## config.mk

```make
export PLATFORM = sky130hd
export DESIGN_NAME = arb_req_queue
export DESIGN_NICKNAME = d
export VERILOG_FILES = /design/src/rtl/arb_pkg.sv /design/src/rtl/arb_client_fifo.sv /design/src/rtl/arb_req_queue.sv
export SDC_FILE = /design/constraint.sdc
export NUM_CORES = 1
export LEC_CHECK = 0
export ABC_AREA = 1
export CAP_MARGIN = 20
export CORE_MARGIN = 2
export CORE_UTILIZATION = 60
export DETAILED_ROUTE_END_ITERATION = 7
export DONT_BUFFER_PORTS = 1
export PLACE_DENSITY = 0.76
export RECOVER_POWER = 50
export SKIP_LAST_GASP = 1
export SYNTH_ARGS = -nofsm -noshare
export SYNTH_HDL_FRONTEND = slang
export SYNTH_HIERARCHICAL = 1
export SYNTH_SLANG_ARGS = --single-unit
```

## constraint.sdc

```tcl
create_clock -name clk -period 9 [get_ports clk]
set_input_delay 0.45 -clock clk [delete_from_list [all_inputs] [get_ports clk]]
set_output_delay 0.45 -clock clk [all_outputs]
set_load 0.01 [all_outputs]
```

## src/rtl/arb_pkg.sv

```systemverilog
// Shared constants, types and helpers for the arbiter request queue.
package arb_pkg;

  localparam int NUM_CLIENTS = 2;

  typedef logic client_id_t;

  // Ceiling log2, used to size FIFO pointers from DEPTH.
  function automatic int arb_clog2(input int depth);
    int r;
    r = 0;
    for (int i = 0; i < 32; i++) begin
      if ((1 << i) < depth) r = i + 1;
    end
    return r;
  endfunction

endpackage

```

## src/rtl/arb_client_fifo.sv

```systemverilog
// Per-client ring buffer. Reports occupancy, push_ready and the head entry;
// the caller only asserts pop when the FIFO is non-empty.
module arb_client_fifo
  import arb_pkg::*;
#(
  parameter int DATA_W = 8,
  parameter int DEPTH  = 4,
  localparam int PTR_W = arb_clog2(DEPTH)
) (
  input  logic              clk,
  input  logic              reset_n,
  input  logic              push_valid,
  input  logic [DATA_W-1:0] push_data,
  input  logic              pop,
  output logic              push_ready,
  output logic [PTR_W:0]    count,
  output logic [DATA_W-1:0] head
);

  localparam logic [PTR_W:0] FULL_CNT = (PTR_W + 1)'(DEPTH);

  logic [DATA_W-1:0] mem [DEPTH];
  logic [PTR_W-1:0]  wr_ptr;
  logic [PTR_W-1:0]  rd_ptr;
  logic              push_ok;

  // Readiness comes from the registered count only, so a same-cycle pop
  // never frees a slot for a same-cycle push.
  assign push_ready = (count < FULL_CNT);
  assign push_ok    = push_valid && push_ready;
  assign head       = mem[rd_ptr];

  always_ff @(posedge clk) begin
    if (push_ok) mem[wr_ptr] <= push_data;
  end

  always_ff @(posedge clk or negedge reset_n) begin
    if (!reset_n) begin
      wr_ptr <= '0;
      rd_ptr <= '0;
      count  <= '0;
    end else begin
      if (push_ok) wr_ptr <= wr_ptr + 1'b1;
      if (pop)     rd_ptr <= rd_ptr + 1'b1;
      case ({push_ok, pop})
        2'b10:   count <= count + 1'b1;
        2'b01:   count <= count - 1'b1;
        default: count <= count;
      endcase
    end
  end

endmodule

```

## src/rtl/arb_req_queue.sv

```systemverilog
// Two-client request front-end for the arbiter: buffers pushes, raises
// request from occupancy, pops on legal grant. Optional ARB_Q_STATS_EN adds counters.
module arb_req_queue
  import arb_pkg::*;
#(
  parameter int DATA_W = 8,
  parameter int DEPTH  = 4,
  parameter int CNT_W  = 16
) (
  input  logic              clk,
  input  logic              reset_n,
  input  logic [1:0]        push_valid,
  output logic [1:0]        push_ready,
  input  logic [DATA_W-1:0] push_data0,
  input  logic [DATA_W-1:0] push_data1,
  output logic [1:0]        request,
  input  logic [1:0]        grant,
  output logic              out_valid,
  output client_id_t        out_src,
  output logic [DATA_W-1:0] out_data,
  output logic              grant_err
`ifdef ARB_Q_STATS_EN
  ,
  output logic [CNT_W-1:0]  gnt_cnt0,
  output logic [CNT_W-1:0]  gnt_cnt1,
  output logic [CNT_W-1:0]  err_cnt
`endif
);

  localparam int PTR_W = arb_clog2(DEPTH);

  // Handshakes: a push on client i transfers at a rising edge when
  // push_valid[i] && push_ready[i]; out_valid is a one-cycle pulse with no
  // ready, so the consumer must take every pulse.

  logic [PTR_W:0]    count [NUM_CLIENTS];
  logic [DATA_W-1:0] head  [NUM_CLIENTS];
  logic [DATA_W-1:0] wdata [NUM_CLIENTS];
  logic [1:0]        nonempty;
  logic [1:0]        pop;
  logic              grant_illegal;

  assign wdata[0] = push_data0;
  assign wdata[1] = push_data1;

  for (genvar i = 0; i < NUM_CLIENTS; i++) begin : g_fifo
    arb_client_fifo #(
      .DATA_W (DATA_W),
      .DEPTH  (DEPTH)
    ) u_fifo (
      .clk        (clk),
      .reset_n    (reset_n),
      .push_valid (push_valid[i]),
      .push_data  (wdata[i]),
      .pop        (pop[i]),
      .push_ready (push_ready[i]),
      .count      (count[i]),
      .head       (head[i])
    );
  end

  // The entry being popped is withheld from request so the arbiter cannot
  // grant it again next cycle; grant is registered in the arbiter, so no loop.
  always_comb begin
    nonempty      = '0;
    pop           = '0;
    request       = '0;
    nonempty[0]   = (count[0] != '0);
    nonempty[1]   = (count[1] != '0);
    pop[0]        = grant[0] && !grant[1] && nonempty[0];
    pop[1]        = grant[1] && !grant[0] && nonempty[1];
    request[0]    = (count[0] - {{PTR_W{1'b0}}, pop[0]}) != '0;
    request[1]    = (count[1] - {{PTR_W{1'b0}}, pop[1]}) != '0;
    grant_illegal = (&grant) || (grant[0] && !nonempty[0])
                             || (grant[1] && !nonempty[1]);
  end

  always_ff @(posedge clk or negedge reset_n) begin
    if (!reset_n) begin
      out_valid <= 1'b0;
      out_src   <= 1'b0;
      out_data  <= '0;
      grant_err <= 1'b0;
    end else begin
      grant_err <= grant_illegal;
      out_valid <= |pop;
      if (|pop) begin
        out_src  <= client_id_t'(pop[1]);
        out_data <= pop[1] ? head[1] : head[0];
      end
    end
  end

`ifdef ARB_Q_STATS_EN
  function automatic logic [CNT_W-1:0] sat_inc(input logic [CNT_W-1:0] v);
    return (&v) ? v : v + 1'b1;
  endfunction

  always_ff @(posedge clk or negedge reset_n) begin
    if (!reset_n) begin
      gnt_cnt0 <= '0;
      gnt_cnt1 <= '0;
      err_cnt  <= '0;
    end else begin
      if (pop[0])        gnt_cnt0 <= sat_inc(gnt_cnt0);
      if (pop[1])        gnt_cnt1 <= sat_inc(gnt_cnt1);
      if (grant_illegal) err_cnt  <= sat_inc(err_cnt);
    end
  end
`endif

endmodule

```

After elaboration in Yosys (flattened, before gate mapping):

Memories as Yosys holds them, arrays and structs flattened.
Index checks and enable logic that the tools add are counted.

* mux-type cells: 7
* $lt $le $gt $ge: 2
* equality and inequality tests: 4
* reductions and logical operators: 22
* $add $sub $neg: 10

Operator list (number)
* 33-bit one-hot mux with 2 select lines: 2
* 33-bit nonzero test: 4
* 32-bit by 1-bit adder with 32-bit output, second input constant: 4
* 33-bit by 1-bit adder with 33-bit output, second input constant: 2
* 33-bit by 3-bit < comparator with 1-bit output, second input constant: 2
* 33-bit by 1-bit subtractor with 33-bit output: 2
* 33-bit by 1-bit subtractor with 33-bit output, second input constant: 2
* 1-bit logical AND: 8
* 8-bit 2-to-1 mux: 1
* 2-bit by 1-bit equality test with 1-bit output, second input constant: 2
* 2-bit equality test, second input constant: 2
* 1-bit zero test: 4
* 1-bit 2-to-1 mux: 4
* 2-bit nonzero test: 2
* 1-bit logical OR: 2
* 2-bit AND reduction: 1
* 2-bit OR reduction: 1

* flip-flop bits (word level): 205
* RAM bits: 64
* memories: 2
* output and inout bits: 15
* word-level logic and storage cells: 57

Memory list
* g_fifo[0].u_fifo.mem: depth 4, width 8, rd ports 1, clocked after memory_dff 0, wr ports 1, line arb_client_fifo.sv:22 `logic [DATA_W-1:0] mem [DEPTH];`
* g_fifo[1].u_fifo.mem: depth 4, width 8, rd ports 1, clocked after memory_dff 0, wr ports 1, line arb_client_fifo.sv:22

Logic depth before layout (Yosys ltp):

* depth in word-level cells: 5
* mapped depth: 23
* depth with buffers taken out: 22

Hierarchy:

The synthesis kept the hierarchy.

Modules (own cells, without submodules)
* arb_client_fifo: area each 5202.5 um^2, seq. area each 1886.8 um^2, times used 2, cells an instance 767
* arb_req_queue: area each 2607.5 um^2, seq. area each 275.3 um^2, times used 1, cells an instance 532

Least setup slack after synthesis:

No wires, ideal clock.

* path type: in2reg
* from: input port grant[0]
* to: register g_fifo[0].u_fifo.count[7]
* library setup time: 0.133 ns
* arrival time: 3.176 ns
* setup slack: 5.691 ns
* stages on the path: 11
* path through: inv_1 > or2_2 > a21oi_2 > ha_1 > ha_1 > or2_1 > nand3_1 > nand2_1 > or2_2 > nand3_1 > o21ai_0

* word-level cells in the longest chain between the ends: 4
* elaborated cells between the ends (all ways): 6
* classes of those cells: eq/ne: 2; mux: 1; reduce/logical: 3

Ends and longest elaborated chain
* start, declared: line arb_req_queue.sv:17 `input logic [1:0] grant,`
* 1-bit logical AND (*) (2 in a row): line arb_req_queue.sv:70 `pop[0] = grant[0] && !grant[1] && nonempty[0];`
* via pop[0]: line arb_req_queue.sv:40 `logic [1:0] pop;`
* 2-bit by 1-bit equality test with 1-bit output / 2-bit equality test (equally long branches): line arb_client_fifo.sv:45 `case ({push_ok, pop})`
* 33-bit one-hot mux with 2 select lines / 2-bit nonzero test (equally long branches)
* end signal, assigned: line arb_client_fifo.sv:46 `2'b10: count <= count + 1'b1;`
* end signal, assigned: line arb_client_fifo.sv:47 `2'b01: count <= count - 1'b1;`
* end signal, assigned: line arb_client_fifo.sv:48 `default: count <= count;`
* end, declared: line arb_client_fifo.sv:16 `output logic [PTR_W:0] count,`

Mark *: on every way through the listed nets, which the timed path passes. The rest lies on a longest branch.
A chain may end at the register's enable or synchronous reset.

==> results.md <==
- Power Total: 4.035 mW
- Max FO, Critical Path: 85
- Status: finished with violations
- Design area: 13920 um^2
- Die width: 151.3 um
- First-pass GRT wire length: 57350 um
- Hold EP: g_fifo[0].u_fifo/mem[1][0]$_DFFE_PP_
- DR WL/cell: 15.11 um
- Pre-antenna DRT Iters: 8
- Placer Congestion: 0.9880
- Largest cells by area after synthesis: nand2_1, dfrtp_1, edfxtp_1
- Via/cell ratio: 5.399
- Mapped Nets: 2164
- Syn Area/Cell: 6.298 um^2
- Uppermost layer routed: met4
- Met3 wire len: 3263 um
- PortBufs: 0
- Setup tns final: 0 ns
- Die area: 22880 um^2
- Max Cap Viol: 1
- Final WS setup: 3.681 ns
- Leading area contributor after synthesis: nand2_1
- Dpl hpwl: 27040 um
- Yosys warns: 6
- Primary FF master, synth: dfrtp_1
- Asr flop ratio synth: 57.05%
- TritonCTS Sinks: 149
- Top-count cell post-synth: nand2_1
- Min-delay src: push_data0[0]
- Reg2reg start: g_fifo[1].u_fifo/count[12]$_DFFE_PN0P_
- CP Capture Type: asynchronous set/reset pin
- Synth Register Bits: 149
- Met2 routed WL: 15580 um
- DR vias: 12740
- DRT antenna net count: 0
- Worst EP required: 8.32 ns
- Non-filler cells in the finished layout: 2359
- Number of global-route vias before repair: 11540
- Worst hold path type: in -> reg
- H-tree Lvls: 4
- Total grt overflow: 0
- Hold Path Depth: 0
- Max Clock Freq: 188.0 MHz
- Core Box Area: 21150 um^2
- Placement Setup Slack: 5.250 ns
- Arrival @ worst endpoint: 4.64 ns
- Clock transition at the registers of the reported paths: 0.07 ns
- Die height: 151.3 um
- Synth top area share: 21.72%
- P&R area growth vs syn: 6.971%
- Top cells by count, synth: nand2_1, inv_1, nor2_1
- Crit-path cells: dlygate4sd3_1 -> clkbuf_1
- Largest net degree at the start of global routing: 86
- Fin util: 65.80%
- Clk_skew: 0.02263 ns
- Crit path buf inv count: 2
- EDFF count, synth: 64
- Antenna diodes: 0
- Total CTS buffers: 17
- Initial antenna violation count: 0
- Final hold viol count: 0
- Slew HR: -241.8%
- Postcts setup bufs: 0
- Worst-Margin Slew: 5.127 ns
- Period Utilization, post-route: 59.10%
- CP max-delay cell: clkbuf_1
- Maximum vdd drop: 0.1704 mV
- Total GRT Usage: 32.04%
- Leak: 7.449 nW
- CTS Hold Bufs: 2
- Worst setup SP type: primary input
- Drt drc: 0
- Fillers: 1946
- Initial DRC Count: 1032
- Critical R2R Capture: g_fifo[1].u_fifo/count[27]$_DFFE_PN0P_
- Nets: 2169
- Setup slack, reg-to-reg: 5.10 ns
- Cells after Synth: 2066
- IO Pins: 37
- Min Tclk post-route: 5.319 ns
- Power per cell area: 289.9 nW/um^2
- CTS root buf: clkbuf_16
- Largest stage delay on the critical path: 3.56 ns
- Worst r2r path cells: 16
- Share of layout cells above drive strength 1: 6.574%
- Cells after DPL: 2324
- RSZ-0062 raised after global routing: false
- Crit-path leading delay family: buffers and inverters
- Clock Latency Late Sink: 0.44 ns
- Failing checks: max-capacitance violations, max-slew violations
- Area of placed instances: 13280 um^2
- Seq/Total Area, Yosys: 31.12%
- Routed WL: 35650 um
- Resized Gates After CTS: 0
- Final hold slack: 0.09519 ns
- CTS tree: built
- Core Rows: 53
- Critical path class: in -> async
- Final setup violation count: 0
- Fin. max-slew vios: 86
- Mapped Area: 13010 um^2
- CTS Buffer Depth: 2
- Initial core utilization: 61.51%
- Distinct cells, synth: 40
- Metal-1 WL: 16300 um
## placed cells by master, fill, tap and decap left out, types with 17 or more instances in the layout
cell and count:
edfxtp_1 64, nor2_1 268, o21ai_0 45, nand2_2 40, nand4_1 18, ha_1 74, o22ai_1 22, a21oi_1 47
nand2_1 753, clkbuf_16 17, o21ai_1 25, xnor2_1 23, dfrtp_1 85, inv_1 327, nor2_2 20, nand3_1 132
## logic make-up (layout without fill, tap and decap cells)
group	count (synthesis)	in the layout	synth area share, %
buffers and inverters	363	381	10.75
AND/OR/NAND/NOR	1292	1292	42.07
AO/OA/AOI/OAI	150	150	6.221
adder cells (fa/ha/maj)	76	76	7.423
XOR/XNOR	36	36	2.423
flip-flops	149	149	31.12
## power breakdown
| part | internal [mW] | total [mW] | leakage [nW] | switching (mW) |
|---|---|---|---|---|
| registers | 0.873 | 1.25 | 1.62 | 0.374 |
| clock network | 0.375 | 0.725 | 0.287 | 0.350 |
| logic | 0.718 | 2.06 | 5.54 | 1.35 |
| total | 1.97 | 4.04 | 7.45 | 2.07 |
## state kept, by name, summed over array words and instances, names as in the netlist
signal and count:
g_fifo.u_fifo/count 66, g_fifo.u_fifo/wr_ptr 4, out_valid 1, g_fifo.u_fifo/mem 64
out_src 1, out_data 8, grant_err 1, g_fifo.u_fifo/rd_ptr 4
## area by class of cell
cell class	instances	area [um^2]	share of cell area, %
Tap cell	275	344.1	2.472
Multi-Input combinational cell	1554	7565	54.35
Inverter	342	1289	9.258
Sequential cell	149	4049	29.09
Clock buffer	17	425.4	3.056
Clock inverter	15	176.4	1.267
Timing Repair Buffer	7	71.32	0.5124
## metal layers
layer / global-route usage [%] / up-vias
met5: 0 / -
met4: 7.710 / 0
met3: 6.325 / 51
met2: 50.14 / 456
met1: 45.73 / 5776
li1: - / 6454
## how the worst max path moves through the flow
stage                                                start                                      to  slack [ns]  cells past startpoint
CTS                 g_fifo[0].u_fifo/count[17]$_DFFE_PN0P_                              request[0]        4.85                     18
global route                                       reset_n  g_fifo[0].u_fifo/count[19]$_DFFE_PN0P_        2.69                      2
floorplan                                         grant[0]   g_fifo[0].u_fifo/count[7]$_DFFE_PN0P_        5.69                     11
finish                                             reset_n  g_fifo[0].u_fifo/count[23]$_DFFE_PN0P_        3.68                      2
detailed placement  g_fifo[0].u_fifo/count[27]$_DFFE_PN0P_  g_fifo[0].u_fifo/count[19]$_DFFE_PN0P_        5.25                     18
global placement    g_fifo[0].u_fifo/count[19]$_DFFE_PN0P_  g_fifo[0].u_fifo/count[27]$_DFFE_PN0P_        5.26                     16
## worst reg2reg max path, delay by kind of cell, from the launching register on
| family | cells | cell delay, ns |
|---|---|---|
| compound gates | 1 | 0.24 |
| fa+ha+maj | 2 | 0.74 |
| buf+inv | 1 | 0.26 |
| flops | 1 | 0.48 |
| simple gates | 12 | 2.07 |
No activity file was read; power rests on OpenSTA's default activity.
